[src/rtl/key_pkg.sv]
// ---------------------------------------------------------------------------
// key_pkg
// Shared definitions for the key debounce arbiter:
//   - key_state_e : debounce FSM states (idle / counting a granted key)
//   - idx_w()     : width of a key index for a given key count
//   - EV_*        : field offsets inside an event word {key index, new level}
// ---------------------------------------------------------------------------
package key_pkg;

  typedef enum logic [0:0] {
    ST_IDLE  = 1'b0,
    ST_COUNT = 1'b1
  } key_state_e;

  // Bits needed to index n keys; never narrower than one bit.
  function automatic int idx_w(input int n);
    return (n < 2) ? 1 : $clog2(n);
  endfunction

  // Event word layout: new level in bit 0, key index above it.
  localparam int EV_LVL_BIT = 0;
  localparam int EV_IDX_LSB = 1;

endpackage

[src/rtl/key_event_fifo.sv]
// ---------------------------------------------------------------------------
// key_event_fifo
// Synchronous valid/ready FIFO holding debounced key events.
// Ports:
//   clk, nrst      clock, asynchronous active-low reset
//   i_push, i_data write request and event word
//   i_ready        consumer accepts the head entry when o_valid=1
//   o_valid        FIFO non-empty (registered)
//   o_data         head entry, held while o_valid=1 and i_ready=0
//   o_full         all DEPTH entries occupied
//   o_drop         push rejected this cycle (full and no pop)
// A push into a full FIFO is accepted when the head is popped in the same
// cycle, so occupancy stays at DEPTH and nothing is lost.
// ---------------------------------------------------------------------------
module key_event_fifo
  import key_pkg::*;
#(
  parameter int WIDTH = 4,
  parameter int DEPTH = 4
) (
  input  logic             clk,
  input  logic             nrst,
  input  logic             i_push,
  input  logic [WIDTH-1:0] i_data,
  input  logic             i_ready,
  output logic             o_valid,
  output logic [WIDTH-1:0] o_data,
  output logic             o_full,
  output logic             o_drop
);

  localparam int AW = (DEPTH < 2) ? 1 : $clog2(DEPTH);
  localparam logic [AW-1:0] PTR_ONE = AW'(1);
  localparam logic [AW:0]   CNT_ONE = (AW + 1)'(1);
  localparam logic [AW:0]   CNT_FULL = (AW + 1)'(DEPTH);

  logic [WIDTH-1:0] r_mem [DEPTH];
  logic [AW-1:0]    r_wr_ptr;
  logic [AW-1:0]    r_rd_ptr;
  logic [AW:0]      r_count;
  logic             r_valid;

  logic             w_pop;
  logic             w_wr_en;
  logic             w_drop;
  logic [AW:0]      w_count_nxt;

  assign o_full  = (r_count == CNT_FULL);
  assign o_valid = r_valid;
  assign o_data  = r_mem[r_rd_ptr];
  assign o_drop  = w_drop;

  // Accept/drop decision and next occupancy.
  always_comb begin
    w_pop       = r_valid & i_ready;
    w_wr_en     = 1'b0;
    w_drop      = 1'b0;
    w_count_nxt = r_count;
    if (i_push) begin
      if (!o_full || w_pop) begin
        w_wr_en = 1'b1;
      end else begin
        w_drop = 1'b1;
      end
    end else begin
      w_wr_en = 1'b0;
    end
    if (w_wr_en && !w_pop) begin
      w_count_nxt = r_count + CNT_ONE;
    end else if (!w_wr_en && w_pop) begin
      w_count_nxt = r_count - CNT_ONE;
    end else begin
      w_count_nxt = r_count;
    end
  end

  // Storage, pointers, occupancy and the registered valid flag.
  always_ff @(posedge clk or negedge nrst) begin
    if (!nrst) begin
      for (int i = 0; i < DEPTH; i++) begin
        r_mem[i] <= '0;
      end
      r_wr_ptr <= '0;
      r_rd_ptr <= '0;
      r_count  <= '0;
      r_valid  <= 1'b0;
    end else begin
      if (w_wr_en) begin
        // When full with a pop this slot is the outgoing head, so reuse is safe.
        r_mem[r_wr_ptr] <= i_data;
        r_wr_ptr        <= r_wr_ptr + PTR_ONE;
      end
      if (w_pop) begin
        r_rd_ptr <= r_rd_ptr + PTR_ONE;
      end
      r_count <= w_count_nxt;
      r_valid <= (w_count_nxt != '0);
    end
  end

endmodule

[src/rtl/key_debounce_arbiter.sv]
// ---------------------------------------------------------------------------
// key_debounce_arbiter
// Debounces N_KEYS raw push-buttons with a single shared counter. A
// round-robin arbiter hands the counter to one key whose synchronised level
// disagrees with its committed level; if the disagreement lasts
// DEBOUNCE_CYCLES the new level is committed, a press/release pulse is
// emitted and an event {key index, new level} is queued for the CPU.
// Ports:
//   clk, nrst        clock, asynchronous active-low reset
//   key_raw          asynchronous raw key levels, 1 = pressed
//   key_stable       committed (debounced) levels
//   press_pulse      one-cycle pulse on a committed 0->1
//   release_pulse    one-cycle pulse on a committed 1->0
//   ev_valid         event queue non-empty
//   ev_data          head event {key index, new level}
//   ev_ready         consumer accepts the head event
//   ev_overflow      sticky: an event was dropped on a full queue
//   ovf_clr          clears ev_overflow (a same-cycle drop wins)
// ---------------------------------------------------------------------------
module key_debounce_arbiter
  import key_pkg::*;
#(
  parameter int  N_KEYS          = 8,
  parameter int  DEBOUNCE_CYCLES = 1_000_000,
  parameter int  CNT_W           = 21,
  parameter int  EV_DEPTH        = 4,
  localparam int IDX_W           = idx_w(N_KEYS)
) (
  input  logic              clk,
  input  logic              nrst,
  input  logic [N_KEYS-1:0] key_raw,
  output logic [N_KEYS-1:0] key_stable,
  output logic [N_KEYS-1:0] press_pulse,
  output logic [N_KEYS-1:0] release_pulse,
  output logic              ev_valid,
  output logic [IDX_W:0]    ev_data,
  input  logic              ev_ready,
  output logic              ev_overflow,
  input  logic              ovf_clr
);

  localparam logic [CNT_W-1:0] CNT_ONE  = CNT_W'(1);
  localparam logic [CNT_W-1:0] CNT_LAST = CNT_W'(DEBOUNCE_CYCLES - 1);
  localparam logic [IDX_W-1:0] RR_INIT  = IDX_W'(N_KEYS - 1);
  localparam logic [N_KEYS-1:0] KEY_ONE = N_KEYS'(1);

  // Synchroniser and committed state
  logic [N_KEYS-1:0] r_sync1;
  logic [N_KEYS-1:0] r_sync2;
  logic [N_KEYS-1:0] r_stable;
  logic [N_KEYS-1:0] r_press;
  logic [N_KEYS-1:0] r_release;
  logic              r_ovf;

  // Arbiter / FSM state
  key_state_e        r_state;
  logic [CNT_W-1:0]  r_cnt;
  logic [IDX_W-1:0]  r_grant;
  logic [IDX_W-1:0]  r_rr_ptr;

  // Combinational next values
  logic [N_KEYS-1:0] w_mism;
  logic [N_KEYS-1:0] w_onehot;
  logic              w_found;
  logic              w_hit;
  logic [IDX_W-1:0]  w_cand;
  logic [IDX_W-1:0]  w_search_idx;
  key_state_e        w_state_nxt;
  logic [CNT_W-1:0]  w_cnt_nxt;
  logic [IDX_W-1:0]  w_grant_nxt;
  logic [IDX_W-1:0]  w_rr_nxt;
  logic              w_commit;
  logic [N_KEYS-1:0] w_stable_nxt;
  logic [N_KEYS-1:0] w_press_nxt;
  logic [N_KEYS-1:0] w_release_nxt;
  logic [IDX_W:0]    w_ev_wdata;
  logic              w_drop;
  logic              w_ovf_nxt;
  logic              w_fifo_full;

  assign w_mism   = r_sync2 ^ r_stable;
  assign w_onehot = KEY_ONE << r_grant;

  // Round-robin search: first mismatching key after the last serviced one, wrapping.
  always_comb begin
    w_found      = 1'b0;
    w_hit        = 1'b0;
    w_cand       = '0;
    w_search_idx = '0;
    for (int i = 1; i <= N_KEYS; i++) begin
      w_cand       = IDX_W'((int'(r_rr_ptr) + i) % N_KEYS);
      w_hit        = !w_found && w_mism[w_cand];
      w_search_idx = w_hit ? w_cand : w_search_idx;
      w_found      = w_found | w_hit;
    end
  end

  // FSM next state, shared counter, grant latch and round-robin pointer.
  always_comb begin
    w_state_nxt = r_state;
    w_cnt_nxt   = r_cnt;
    w_grant_nxt = r_grant;
    w_rr_nxt    = r_rr_ptr;
    w_commit    = 1'b0;
    case (r_state)
      ST_IDLE: begin
        if (w_found) begin
          w_grant_nxt = w_search_idx;
          w_cnt_nxt   = '0;
          w_state_nxt = ST_COUNT;
        end else begin
          w_state_nxt = ST_IDLE;
        end
      end
      ST_COUNT: begin
        w_cnt_nxt = r_cnt + CNT_ONE;
        // A bounce back to the committed level beats a commit on the same cycle.
        if (!w_mism[r_grant]) begin
          w_state_nxt = ST_IDLE;
          w_rr_nxt    = r_grant;
        end else if (r_cnt == CNT_LAST) begin
          w_commit    = 1'b1;
          w_state_nxt = ST_IDLE;
          w_rr_nxt    = r_grant;
        end else begin
          w_state_nxt = ST_COUNT;
        end
      end
      default: begin
        w_state_nxt = ST_IDLE;
        w_cnt_nxt   = '0;
      end
    endcase
  end

  // Commit effects: flip the granted key, form its pulse and the event word.
  always_comb begin
    w_stable_nxt  = r_stable;
    w_press_nxt   = '0;
    w_release_nxt = '0;
    w_ev_wdata    = '0;
    w_ev_wdata[EV_IDX_LSB +: IDX_W] = r_grant;
    w_ev_wdata[EV_LVL_BIT]          = ~r_stable[r_grant];
    if (w_commit) begin
      w_stable_nxt  = r_stable ^ w_onehot;
      w_press_nxt   = w_onehot & ~r_stable;
      w_release_nxt = w_onehot & r_stable;
    end else begin
      w_stable_nxt  = r_stable;
    end
  end

  // Sticky overflow: a drop in the same cycle overrides a clear request.
  always_comb begin
    if (w_drop) begin
      w_ovf_nxt = 1'b1;
    end else if (ovf_clr) begin
      w_ovf_nxt = 1'b0;
    end else begin
      w_ovf_nxt = r_ovf;
    end
  end

  // Two-flop synchroniser for the asynchronous key pins.
  always_ff @(posedge clk or negedge nrst) begin
    if (!nrst) begin
      r_sync1 <= '0;
      r_sync2 <= '0;
    end else begin
      r_sync1 <= key_raw;
      r_sync2 <= r_sync1;
    end
  end

  // FSM and arbiter registers; reset discards any debounce in progress.
  always_ff @(posedge clk or negedge nrst) begin
    if (!nrst) begin
      r_state  <= ST_IDLE;
      r_cnt    <= '0;
      r_grant  <= '0;
      r_rr_ptr <= RR_INIT;
    end else begin
      r_state  <= w_state_nxt;
      r_cnt    <= w_cnt_nxt;
      r_grant  <= w_grant_nxt;
      r_rr_ptr <= w_rr_nxt;
    end
  end

  // Committed levels, pulses and overflow flag.
  always_ff @(posedge clk or negedge nrst) begin
    if (!nrst) begin
      r_stable  <= '0;
      r_press   <= '0;
      r_release <= '0;
      r_ovf     <= 1'b0;
    end else begin
      r_stable  <= w_stable_nxt;
      r_press   <= w_press_nxt;
      r_release <= w_release_nxt;
      r_ovf     <= w_ovf_nxt;
    end
  end

  key_event_fifo #(
    .WIDTH (IDX_W + 1),
    .DEPTH (EV_DEPTH)
  ) u_fifo (
    .clk     (clk),
    .nrst    (nrst),
    .i_push  (w_commit),
    .i_data  (w_ev_wdata),
    .i_ready (ev_ready),
    .o_valid (ev_valid),
    .o_data  (ev_data),
    .o_full  (w_fifo_full),
    .o_drop  (w_drop)
  );

  assign key_stable    = r_stable;
  assign press_pulse   = r_press;
  assign release_pulse = r_release;
  assign ev_overflow   = r_ovf;

endmodule
[config.mk]
export PLATFORM = sky130hd
export DESIGN_NAME = key_debounce_arbiter
export DESIGN_NICKNAME = d
export VERILOG_FILES = /design/src/rtl/key_pkg.sv /design/src/rtl/key_event_fifo.sv /design/src/rtl/key_debounce_arbiter.sv
export SDC_FILE = /design/constraint.sdc
export NUM_CORES = 1
export LEC_CHECK = 0
export ABC_AREA = 1
export CORE_UTILIZATION = 50
export CTS_CLUSTER_DIAMETER = 50
export DETAILED_ROUTE_END_ITERATION = 10
export PLACE_DENSITY = 0.7
export SKIP_LAST_GASP = 1
export SYNTH_ARGS = -nofsm -noshare
export SYNTH_HDL_FRONTEND = slang
export SYNTH_HIERARCHICAL = 1
export SYNTH_SLANG_ARGS = --single-unit
[constraint.sdc]
create_clock -name clk -period 2.6 [get_ports clk]
set_input_delay 0.52 -clock clk [delete_from_list [all_inputs] [get_ports clk]]
set_output_delay 0.52 -clock clk [all_outputs]
set_load 0.005 [all_outputs]
==> tab_implementation.tex, run 1 <==
\begin{tabular}{lr}
\hline
Metric & Value \\
\hline
\multicolumn{2}{l}{\textbf{Run status}} \\
\quad Status & completed \\
\multicolumn{2}{l}{\textbf{Routing}} \\
\quad Post-detailed-route count of antenna-violating nets & 0 \\
\quad DRC violation count after routing & 0 \\
\quad Total wire length after detailed routing & 11.2 mm \\
\quad Wirelength per Cell & 13.5 um \\
\quad Routed vias & 4,339 \\
\quad Detailed-route vias per instance & 5.21 \\
\quad Router iterations before antenna repair & 5 \\
\quad Drt initial violations & 355 \\
\multicolumn{2}{l}{\textbf{Floorplanning}} \\
\quad Row count & 36 \\
\quad Height of the die & 103 um \\
\quad Io pins & 42 \\
\quad Initial cell density of the core & 51.8\% \\
\quad Placeable core region & 9820 um\^{}2 \\
\quad Die width & 103 um \\
\quad Die Area & 10,600 um\^{}2 \\
\multicolumn{2}{l}{\textbf{Critical path}} \\
\quad Crit end category & register \\
\quad Data arrival time of the critical path & 2.77 ns \\
\quad Number of cell instances on the worst register-to-register path & 13 \\
\quad Critical path peak fanout & 8 \\
\quad Data required time at the worst endpoint & 2.89 ns \\
\quad Critical setup path kind & reg -> reg \\
\quad Startpoint type of the worst setup path & register \\
\multicolumn{2}{l}{\textbf{STA}} \\
\quad Final number of max-transition violations & 0 \\
\quad Sum of negative setup slack & 0 ns \\
\quad Tmin final & 2.48 ns \\
\quad Final count of hold timing violations & 0 \\
\quad Top achievable clock speed & 403 MHz \\
\quad Final setup violation count & 0 \\
\quad Hold slack final & 0.135 ns \\
\quad Max transition margin & 63.6\% \\
\quad Final period utilization & 95.3\% \\
\quad Worst setup skew after layout & 0.0109 ns \\
\quad Worst Tran Pin Value & 0.545 ns \\
\multicolumn{2}{l}{\textbf{Logic synthesis}} \\
\quad Count of mapped cells out of synthesis & 640 \\
\quad Unique masters post-synth & 40 \\
\quad Number of warnings reported in the yosys synthesis log & 6 \\
\quad Sequential cell area fraction in the yosys report & 45.8\% \\
\quad Total nets after synthesis & 678 \\
\quad Synth Cell Area & 5090 um\^{}2 \\
\quad Post-Syn Area per Cell & 7.95 um\^{}2 \\
\quad Flops \& latches, synth & 93 \\
\multicolumn{2}{l}{\textbf{Cells and area}} \\
\quad Final non-filler cell area & 5920 um\^{}2 \\
\quad Number of nets in the layout & 733 \\
\quad Fraction of final layout cells sized beyond drive strength 1 & 10.1\% \\
\quad Growth of design area from synthesis to finish & 16.4\% \\
\quad \# fillers & 907 \\
\quad Antenna diode count & 0 \\
\multicolumn{2}{l}{\textbf{CTS}} \\
\quad Number of sinks on the clock net & 93 \\
\quad Deepest clock path buffer count & 2 \\
\quad Total number of H-tree levels & 3 \\
\quad Post-CTS Hold Fix Bufs & 0 \\
\quad Number of buffers inserted during clock tree synthesis & 9 \\
\quad CTS tree & built \\
\quad Root Buffer & clkbuf\_8 \\
\quad Clock-pin slew of the registers on the worst-case setup and hold paths & 0.09 ns \\
\quad Clock latency on the worst-skew pair & 0.37 ns \\
\multicolumn{2}{l}{\textbf{Placed design}} \\
\quad Routability congestion estimate from global placement & 0.886 \\
\quad Post-DP HPWL & 8.39 mm \\
\quad Area post-placement & 5700 um\^{}2 \\
\quad I/O Buffers & 41 \\
\multicolumn{2}{l}{\textbf{Power}} \\
\quad Power per cell area & 907 nW/um\^{}2 \\
\quad Leakage power summed over all cells & 0.00280 uW \\
\quad Worst vdd ir & 917 uV \\
\multicolumn{2}{l}{\textbf{GRT}} \\
\quad Via count of the first global-routing pass & 3,973 \\
\quad Initial antenna violation count & 0 \\
\quad GR Overflow Total & 0 \\
\quad Global-route wire length before repair & 18.9 mm \\
\quad Largest net degree at the start of global routing & 42 \\
\quad GRT Resource Usage Total & 23.4\% \\
\multicolumn{2}{l}{\textbf{Job}} \\
\quad Maximum Capacitance Violations & 0 \\
\multicolumn{2}{l}{\textbf{Worst hold path}} \\
\quad Type of the worst min-delay path & in -> async \\
\hline
\end{tabular}
## worst max-delay path: stages (launching register included)
cell	delay, ns
dfstp_2	0.60
ha_1	0.22
xor2_2	0.28
inv_2	0.10
nand3_1	0.09
nand2_1	0.09
nor2_2	0.14
nand4_4	0.11
nor2_4	0.16
nand3_2	0.10
nand2_4	0.13
buf_4	0.17
nand2_1	0.08
a21oi_2	0.14
## repair_timing
item	4_1_cts	5_1_grt
hold endpoints to repair	0	0
endpoints found under the setup margin	0	22
gates resized for setup	0	9
setup buffers	0	2
## flip-flops by register name, indices dropped and copies added (netlist names), 2 cells and up
name             count
u_fifo/r_wr_ptr      2
key_stable           8
u_fifo/r_mem        16
r_cnt               21
r_rr_ptr             3
r_sync2              8
release_pulse        8
u_fifo/r_rd_ptr      2
press_pulse          8
u_fifo/r_count       3
r_sync1              8
r_grant              3
## power by group
group | switching (uW) | total, uW | internal (uW) | leakage [uW]
registers | 198 | 1800 | 1600 | 0.00122
clock network | 511 | 859 | 348 | 0.0000864
logic | 1730 | 2710 | 981 | 0.00150
total | 2440 | 5370 | 2930 | 0.00280
## routing by layer
metal  global-route usage [%]  up-vias  wire length [um]
li1                         -     2180                 -
met1                     33.1     2018              5440
met2                     36.8      129              5010
met3                     4.00       12               602
met4                     7.04        0               148
met5                        0        -                 0
## placed cells by master (no fill, tap or decap), drive strengths merged
master         count
clkinv             6
a32oi              1
inv               89
a21boi             1
nand4              8
o21bai             1
o22ai              6
a21oi             13
dfstp              3
buf               15
o31ai              1
mux2i              1
nand2            158
clkinvlp           1
nor2              68
clkdlybuf4s50     40
ha                26
clkbuf            10
xor2               5
xnor2              1
nand3b             2
nand3             82
o21ai             56
nor3               7
o2111ai            1
nor4               6
o211ai             2
dfrtp             90
## cells by family after synthesis
group,count (synthesis),share of synthesized area (%)
DFF,93,45.8
xor gates and xnor gates,6,1.33
buffers and inverters,101,7.99
muxes,1,0.197
adders and majority gates,26,6.39
and+or+nand+nor,331,29.4
AOI/OAI and AO/OA,82,8.90
## synth_stat cells (all sizes together)
cell type	instances	area [um^2]
a21boi	1	7.51
a21oi	13	76.3
a32oi	1	8.76
buf	8	57.6
clkbuf	3	11.3
clkinv	2	7.51
dfrtp	90	2250
dfstp	3	78.8
ha	26	325
inv	88	330
mux2i	1	10.0
nand2	158	643
nand3	82	425
nand3b	2	15.0
nand4	8	56.3
nor2	68	268
nor3	7	50.1
nor4	6	37.5
o2111ai	1	8.76
o211ai	2	15.0
o21ai	56	284
o21bai	1	7.51
o22ai	6	37.5
o31ai	1	7.51
xnor2	1	8.76
xor2	5	58.8
## through the flow
stage | std cells | total power (uW) | setup slack [ns] | utilization, %
4_1_cts | 831 | 5260 | 0.0123 | 59.7
3_3_place_gp | 815 | 4330 | 0.119 | 58.0
5_1_grt | 833 | 5840 | -0.0476 | 60.3
2_1_floorplan | 640 | 3650 | 0.253 | -
3_5_place_dp | 815 | 4380 | 0.0488 | 58.0
6_report | 833 | 5370 | 0.121 | 60.3
## worst paths after layout
path / start / endpoint / slack [ns]
max: r_rr_ptr[0]$_DFFE_PN1P_ / r_cnt[16]$_DFFE_PN0P_ / 0.12
min: nrst / release_pulse[0]$_DFF_PN0_ / 0.14
max reg2reg: r_rr_ptr[0]$_DFFE_PN1P_ / r_cnt[16]$_DFFE_PN0P_ / 0.12
min reg2reg: r_sync1[6]$_DFF_PN0_ / r_sync2[6]$_DFF_PN0_ / 0.35
max in group asynchronous: nrst / r_sync1[6]$_DFF_PN0_ / 1.83
min in group clk: r_sync1[6]$_DFF_PN0_ / r_sync2[6]$_DFF_PN0_ / 0.35
## cell type report
type / instances / area (um^2) / area share (%)
clock buffer: 10 / 128 / 2.16
clock inverter: 6 / 40.0 / 0.676
inverter: 90 / 338 / 5.71
multi-input combinational: 446 / 2390 / 40.3
timing repair buffer: 55 / 529 / 8.94
sequential: 93 / 2330 / 39.4
tap: 133 / 166 / 2.81
(Power assumes the default switching activity.)
==> run 2: changes to the inputs <==
Settings changed: CELL_PAD_IN_SITES_DETAIL_PLACEMENT set to 0, CELL_PAD_IN_SITES_GLOBAL_PLACEMENT set to 1, CORE_UTILIZATION 50 to 44, HOLD_SLACK_MARGIN set to 0.12, PLACE_DENSITY 0.7 to 0.81.
==> tab_implementation.tex, run 2 (synthesis gave the netlist of run 1 again) <==
\begin{tabular}{lr}
\hline
Metric & Value \\
\hline
\multicolumn{2}{l}{\textbf{Run status}} \\
\quad Status & completed \\
\multicolumn{2}{l}{\textbf{Cells and area}} \\
\quad Reg area & 2330 um\^{}2 \\
\quad Fraction of final layout cells sized beyond drive strength 1 & 10.8\% \\
\quad Top library cells by usage in the layout, fill and taps aside & nand2\_1, dfrtp\_1, inv\_1, nand3\_1, nor2\_1 \\
\quad Top Registers & r\_cnt x21, u\_fifo/r\_mem x16 \\
\quad Most frequent standard cell in the layout excluding fill and tap cells & nand2\_1 \\
\quad Antenna diode count & 0 \\
\quad Number of nets in the layout & 737 \\
\quad Total area of multi-input combinational cells & 2390 um\^{}2 \\
\quad Final non-filler cell area & 6130 um\^{}2 \\
\quad \# fillers & 1,028 \\
\quad Max FFs per register & 21 \\
\quad Largest register by flop count & r\_cnt \\
\quad Growth of design area from synthesis to finish & 20.4\% \\
\quad Final standard cell count with taps included and fillers excluded & 844 \\
\multicolumn{2}{l}{\textbf{CTS}} \\
\quad Clock-pin slew of the registers on the worst-case setup and hold paths & 0.07 ns \\
\quad Post-CTS Hold Fix Bufs & 0 \\
\quad Number of sinks on the clock net & 93 \\
\quad CTS tree & built \\
\quad Clock latency on the worst-skew pair & 0.34 ns \\
\quad Total number of H-tree levels & 3 \\
\quad Root Buffer & clkbuf\_16 \\
\quad Deepest clock path buffer count & 2 \\
\quad Number of buffers inserted during clock tree synthesis & 9 \\
\multicolumn{2}{l}{\textbf{Critical path}} \\
\quad Startpoint type of the worst setup path & register \\
\quad Data arrival time of the critical path & 2.68 ns \\
\quad Critical setup path kind & reg -> reg \\
\quad Crit end category & register \\
\quad Data required time at the worst endpoint & 2.81 ns \\
\quad Critical path peak fanout & 8 \\
\multicolumn{2}{l}{\textbf{Floorplanning}} \\
\quad Placeable core region & 11,000 um\^{}2 \\
\quad Initial cell density of the core & 46.1\% \\
\quad Height of the die & 110 um \\
\quad Die width & 110 um \\
\quad Die Area & 12,000 um\^{}2 \\
\quad Io pins & 42 \\
\quad Row count & 38 \\
\multicolumn{2}{l}{\textbf{Power}} \\
\quad Leakage power summed over all cells & 0.00289 uW \\
\quad Worst vdd ir & 701 uV \\
\quad Power per cell area & 976 nW/um\^{}2 \\
\multicolumn{2}{l}{\textbf{STA}} \\
\quad Worst Tran Pin Value & 0.611 ns \\
\quad Tmin final & 2.47 ns \\
\quad Final number of max-transition violations & 0 \\
\quad Final count of hold timing violations & 0 \\
\quad Worst setup skew after layout & 0.0108 ns \\
\quad Hold slack final & 0.196 ns \\
\quad Top achievable clock speed & 405 MHz \\
\quad Final period utilization & 94.9\% \\
\quad Final setup violation count & 0 \\
\quad Post-route worst setup slack & 0.132 ns \\
\quad Max transition margin & 59.3\% \\
\multicolumn{2}{l}{\textbf{GRT}} \\
\quad Largest net degree at the start of global routing & 48 \\
\quad Via count of the first global-routing pass & 4,007 \\
\quad Global-route wire length before repair & 19.5 mm \\
\quad GRT Resource Usage Total & 21.2\% \\
\quad GR Overflow Total & 0 \\
\quad Initial antenna violation count & 0 \\
\multicolumn{2}{l}{\textbf{Routing}} \\
\quad DRC violation count after routing & 0 \\
\quad Routed vias & 4,306 \\
\quad Drt initial violations & 344 \\
\quad Post-detailed-route count of antenna-violating nets & 0 \\
\quad Router iterations before antenna repair & 5 \\
\quad Detailed-route vias per instance & 5.10 \\
\quad Total wire length after detailed routing & 11.8 mm \\
\quad Wirelength per Cell & 13.9 um \\
\multicolumn{2}{l}{\textbf{Placed design}} \\
\quad Area post-placement & 5710 um\^{}2 \\
\quad Post-DP HPWL & 8.53 mm \\
\quad I/O Buffers & 41 \\
\quad Setup WS pre-CTS & 0.0583 ns \\
\quad Number of instances in the placed design & 822 \\
\quad Routability congestion estimate from global placement & 0.926 \\
\multicolumn{2}{l}{\textbf{Job}} \\
\quad Maximum Capacitance Violations & 0 \\
\multicolumn{2}{l}{\textbf{Worst hold path}} \\
\quad Type of the worst min-delay path & in -> async \\
\hline
\end{tabular}
## run 2: through the flow
| stage | TNS, ns | power [uW] | util, % |
|---|---|---|---|
| 2_1_floorplan | 0 | 3650 | - |
| 3_3_place_gp | 0 | 4410 | 51.7 |
| 3_5_place_dp | 0 | 4420 | 51.7 |
| 4_1_cts | 0 | 5800 | 54.5 |
| 5_1_grt | -0.120 | 6470 | 55.5 |
| 6_report | 0 | 5980 | 55.5 |
## run 2: layout make-up
cell class / count / area share [%]
multi-input combinational: 446 / 39.1
sequential: 93 / 38.1
timing repair buffer: 59 / 9.40
inverter: 90 / 5.51
clock buffer: 11 / 4.13
tap: 140 / 2.86
clock inverter: 5 / 0.940
## run 2: path summary, 6_finish.rpt
path                       slack [ns]                         end  depth (start not counted)               startpoint
hold / removal                   0.20  release_pulse[7]$_DFF_PN0_                          1                     nrst
min in group clk                 0.35        r_sync2[3]$_DFF_PN0_                          0     r_sync1[3]$_DFF_PN0_
setup / recovery                 0.13        r_cnt[3]$_DFFE_PN0P_                         14  r_rr_ptr[0]$_DFFE_PN1P_
max in group asynchronous        1.73     r_rr_ptr[2]$_DFFE_PN1P_                          2                     nrst
setup reg to reg                 0.13        r_cnt[3]$_DFFE_PN0P_                         14  r_rr_ptr[0]$_DFFE_PN1P_
hold reg to reg                  0.35        r_sync2[3]$_DFF_PN0_                          0     r_sync1[3]$_DFF_PN0_
## run 2: routing by layer
metal / vias to the layer above / share of wire [%] / track usage [%]
met5: - / 0 / 0
met4: 0 / 1.3 / 7.62
met3: 16 / 4.2 / 3.14
met2: 97 / 44 / 31.7
met1: 2007 / 50 / 30.9
li1: 2186 / - / -
## run 2: critical path, stage by stage (launching register included)
cell,delay [ns]
dfstp_2,0.60
inv_2,0.05
ha_1,0.33
inv_2,0.13
buf_4,0.13
nand3_1,0.10
a21oi_1,0.23
inv_1,0.08
nand2_1,0.11
inv_1,0.09
nand3_2,0.08
nand2_2,0.07
buf_4,0.17
nand3_1,0.07
o21ai_0,0.08
## run 2: what timing repair did
item | 4_1_cts | 5_1_grt
buffers inserted | 0 | 6
endpoints found under the setup margin | 0 | 41
gates resized for setup | 0 | 14
## run 2: power breakdown
group          internal [uW]  switching, uW  total, uW  leakage, uW
clock network            800            563       1360     0.000156
registers               1600            201       1800      0.00122
logic                   1020           1800       2810      0.00152
total                   3420           2560       5980      0.00289
==> run 3: changes to the inputs <==
--- a/config.mk
+++ b/config.mk
@@ -12,7 +12,9 @@
 export CTS_CLUSTER_DIAMETER = 50
 export DETAILED_ROUTE_END_ITERATION = 10
+export GPL_TIMING_DRIVEN = 0
 export HOLD_SLACK_MARGIN = 0.12
 export PLACE_DENSITY = 0.81
 export SKIP_LAST_GASP = 1
+export SLEW_MARGIN = 20
 export SYNTH_ARGS = -nofsm -noshare
 export SYNTH_HDL_FRONTEND = slang
==> constraint.sdc (replaced) <==
create_clock -name clk -period 2.6 [get_ports clk]
set_input_delay 0.52 -clock clk [delete_from_list [all_inputs] [get_ports clk]]
set_output_delay 0.52 -clock clk [all_outputs]
set_load 0.1 [all_outputs]
==> tab_implementation.tex, run 3 (synthesis gave the netlist of run 1 again) <==
\begin{tabular}{lr}
\hline
Metric & Value \\
\hline
\multicolumn{2}{l}{\textbf{Run status}} \\
\quad Status & completed \\
\multicolumn{2}{l}{\textbf{Floorplanning}} \\
\quad Initial cell density of the core & 46.1\% \\
\quad Die width & 110 um \\
\quad Row count & 38 \\
\quad Io pins & 42 \\
\quad Die Area & 12,000 um\^{}2 \\
\quad Height of the die & 110 um \\
\quad Placeable core region & 11,000 um\^{}2 \\
\multicolumn{2}{l}{\textbf{GRT}} \\
\quad GRT Resource Usage Total & 21.5\% \\
\quad Global-route wire length before repair & 19.6 mm \\
\quad GR Overflow Total & 0 \\
\quad Largest net degree at the start of global routing & 61 \\
\quad Via count of the first global-routing pass & 4,061 \\
\quad Initial antenna violation count & 0 \\
\multicolumn{2}{l}{\textbf{STA}} \\
\quad Final period utilization & 95.4\% \\
\quad Max transition margin & 34.5\% \\
\quad Tmin final & 2.48 ns \\
\quad Hold slack final & 0.343 ns \\
\quad Top achievable clock speed & 403 MHz \\
\quad Final count of hold timing violations & 0 \\
\quad Final number of max-transition violations & 0 \\
\quad Worst setup skew after layout & 0.00812 ns \\
\quad Worst Tran Pin Value & 0.979 ns \\
\quad Sum of negative setup slack & 0 ns \\
\quad Final setup violation count & 0 \\
\multicolumn{2}{l}{\textbf{CTS}} \\
\quad Number of sinks on the clock net & 93 \\
\quad Root Buffer & clkbuf\_16 \\
\quad Clock latency on the worst-skew pair & 0.35 ns \\
\quad Total number of H-tree levels & 3 \\
\quad Clock-pin slew of the registers on the worst-case setup and hold paths & 0.06 ns \\
\quad Number of buffers inserted during clock tree synthesis & 9 \\
\quad Deepest clock path buffer count & 2 \\
\quad CTS tree & built \\
\multicolumn{2}{l}{\textbf{Critical path}} \\
\quad Startpoint type of the worst setup path & register \\
\quad Data arrival time of the critical path & 1.96 ns \\
\quad Critical path peak fanout & 10 \\
\quad Crit end category & output pin \\
\quad Critical setup path kind & reg -> out \\
\quad Data required time at the worst endpoint & 2.08 ns \\
\multicolumn{2}{l}{\textbf{Worst hold path}} \\
\quad Type of the worst min-delay path & reg -> reg \\
\multicolumn{2}{l}{\textbf{Cells and area}} \\
\quad Largest register by flop count & r\_cnt \\
\quad Max FFs per register & 21 \\
\quad Most frequent standard cell in the layout excluding fill and tap cells & nand2\_1 \\
\quad Top library cells by usage in the layout, fill and taps aside & nand2\_1, dfrtp\_1, nand3\_1 \\
\quad Top Registers & r\_cnt x21, u\_fifo/r\_mem x16 \\
\quad Fraction of final layout cells sized beyond drive strength 1 & 14.1\% \\
\quad Reg area & 2340 um\^{}2 \\
\quad Final non-filler cell area & 6250 um\^{}2 \\
\quad Number of nets in the layout & 742 \\
\quad Total area of multi-input combinational cells & 2430 um\^{}2 \\
\quad Final standard cell count with taps included and fillers excluded & 849 \\
\quad Antenna diode count & 0 \\
\quad \# fillers & 1,034 \\
\quad Growth of design area from synthesis to finish & 22.9\% \\
\multicolumn{2}{l}{\textbf{Routing}} \\
\quad Drt initial violations & 223 \\
\quad Routed vias & 4,365 \\
\quad Router iterations before antenna repair & 5 \\
\quad Total length of routed met2 wires & 5.28 mm \\
\quad Met3 Routed Length & 499 um \\
\quad Wirelength per Cell & 13.9 um \\
\quad Post-detailed-route count of antenna-violating nets & 0 \\
\quad Top layer used by detailed routing & met4 \\
\quad Detailed-route vias per instance & 5.14 \\
\quad Routed metal-1 wire length & 5.82 mm \\
\quad DRC violation count after routing & 0 \\
\quad Total wire length after detailed routing & 11.8 mm \\
\multicolumn{2}{l}{\textbf{Job}} \\
\quad Maximum Capacitance Violations & 0 \\
\multicolumn{2}{l}{\textbf{Placed design}} \\
\quad I/O Buffers & 41 \\
\quad Number of instances in the placed design & 822 \\
\quad Area post-placement & 5740 um\^{}2 \\
\quad Post-DP HPWL & 8.60 mm \\
\quad Routability congestion estimate from global placement & 0.874 \\
\multicolumn{2}{l}{\textbf{Power}} \\
\quad Power per cell area & 1040 nW/um\^{}2 \\
\quad Leakage power summed over all cells & 0.00293 uW \\
\quad Worst vdd ir & 678 uV \\
\quad Internal Pwr Total & 3600 uW \\
\quad Net Sw Power & 2890 uW \\
\quad Switching share of power & 44.6\% \\
\quad Relative contribution of the clock network to total power & 23.2\% \\
\quad Sequential cell fraction of total power & 27.3\% \\
\quad Combinational group share of total power & 49.5\% \\
\hline
\end{tabular}
==> run 3: layout make-up <==
type,instances,share of cell area [%]
Multi-Input combinational cell,446,38.8
Sequential cell,93,37.5
Timing Repair Buffer,53,8.66
Inverter,90,5.46
Clock buffer,12,3.94
Tap cell,140,2.80
Clock inverter,4,1.52
Buffer,11,1.32
==> run 3: power by group through the flow <==
stage,Sequential (uW),Clock [uW],Combinational (uW)
floorplan,1790,0,2260
global placement,1780,0,2930
detailed placement,1780,0,2960
CTS,1770,1540,3010
global route,1790,1590,3590
finish,1770,1500,3220
==> run 3: path summary, 6_finish.rpt <==
check	start	to	slack [ns]	cells after the start
setup / recovery	u_fifo/r_rd_ptr[0]$_DFFE_PN0P_	ev_data[3]	0.12	5
hold / removal	r_sync1[2]$_DFF_PN0_	r_sync2[2]$_DFF_PN0_	0.34	0
setup reg to reg	r_rr_ptr[0]$_DFFE_PN1P_	r_grant[1]$_DFFE_PN0P_	0.17	16
hold reg to reg	r_sync1[2]$_DFF_PN0_	r_sync2[2]$_DFF_PN0_	0.34	0
max in group asynchronous	nrst	r_rr_ptr[2]$_DFFE_PN1P_	1.32	3
min in group asynchronous	nrst	release_pulse[2]$_DFF_PN0_	0.62	2
==> run 3: critical path: stages (launching register included) <==
cell and delay, ns:
dfrtp_1 0.35, buf_2 0.18, inv_1 0.24, nor2_1 0.09, o22ai_2 0.17, clkdlybuf4s15_2 0.57
==> run 3: what timing repair did <==
action                                  4_1_cts  5_1_grt
pin swaps                                     0        5
endpoints found under the setup margin       52       47
buffers inserted                              2        7
cloned                                        0        1
endpoints found under the hold margin        33        0
resized for setup                            23       15
hold buffers                                  1        0
==> run 3: stage by stage <==
stage / utilization [%] / total power, uW / setup slack [ns]
after global placement: 51.8 / 4710 / -2.73
after detailed placement: 52.0 / 4750 / -0.449
after global routing: 56.7 / 6970 / -0.0184
after floorplan: - / 4040 / 0.0323
after CTS: 55.7 / 6320 / 0.0138
final: 56.7 / 6490 / 0.119
==> run 3: layer usage <==
| layer | up-vias | track usage (%) |
|---|---|---|
| li1 | 2197 | - |
| met1 | 2055 | 30.5 |
| met2 | 100 | 32.8 |
| met3 | 13 | 4.98 |
| met4 | 0 | 5.81 |
| met5 | - | 0 |
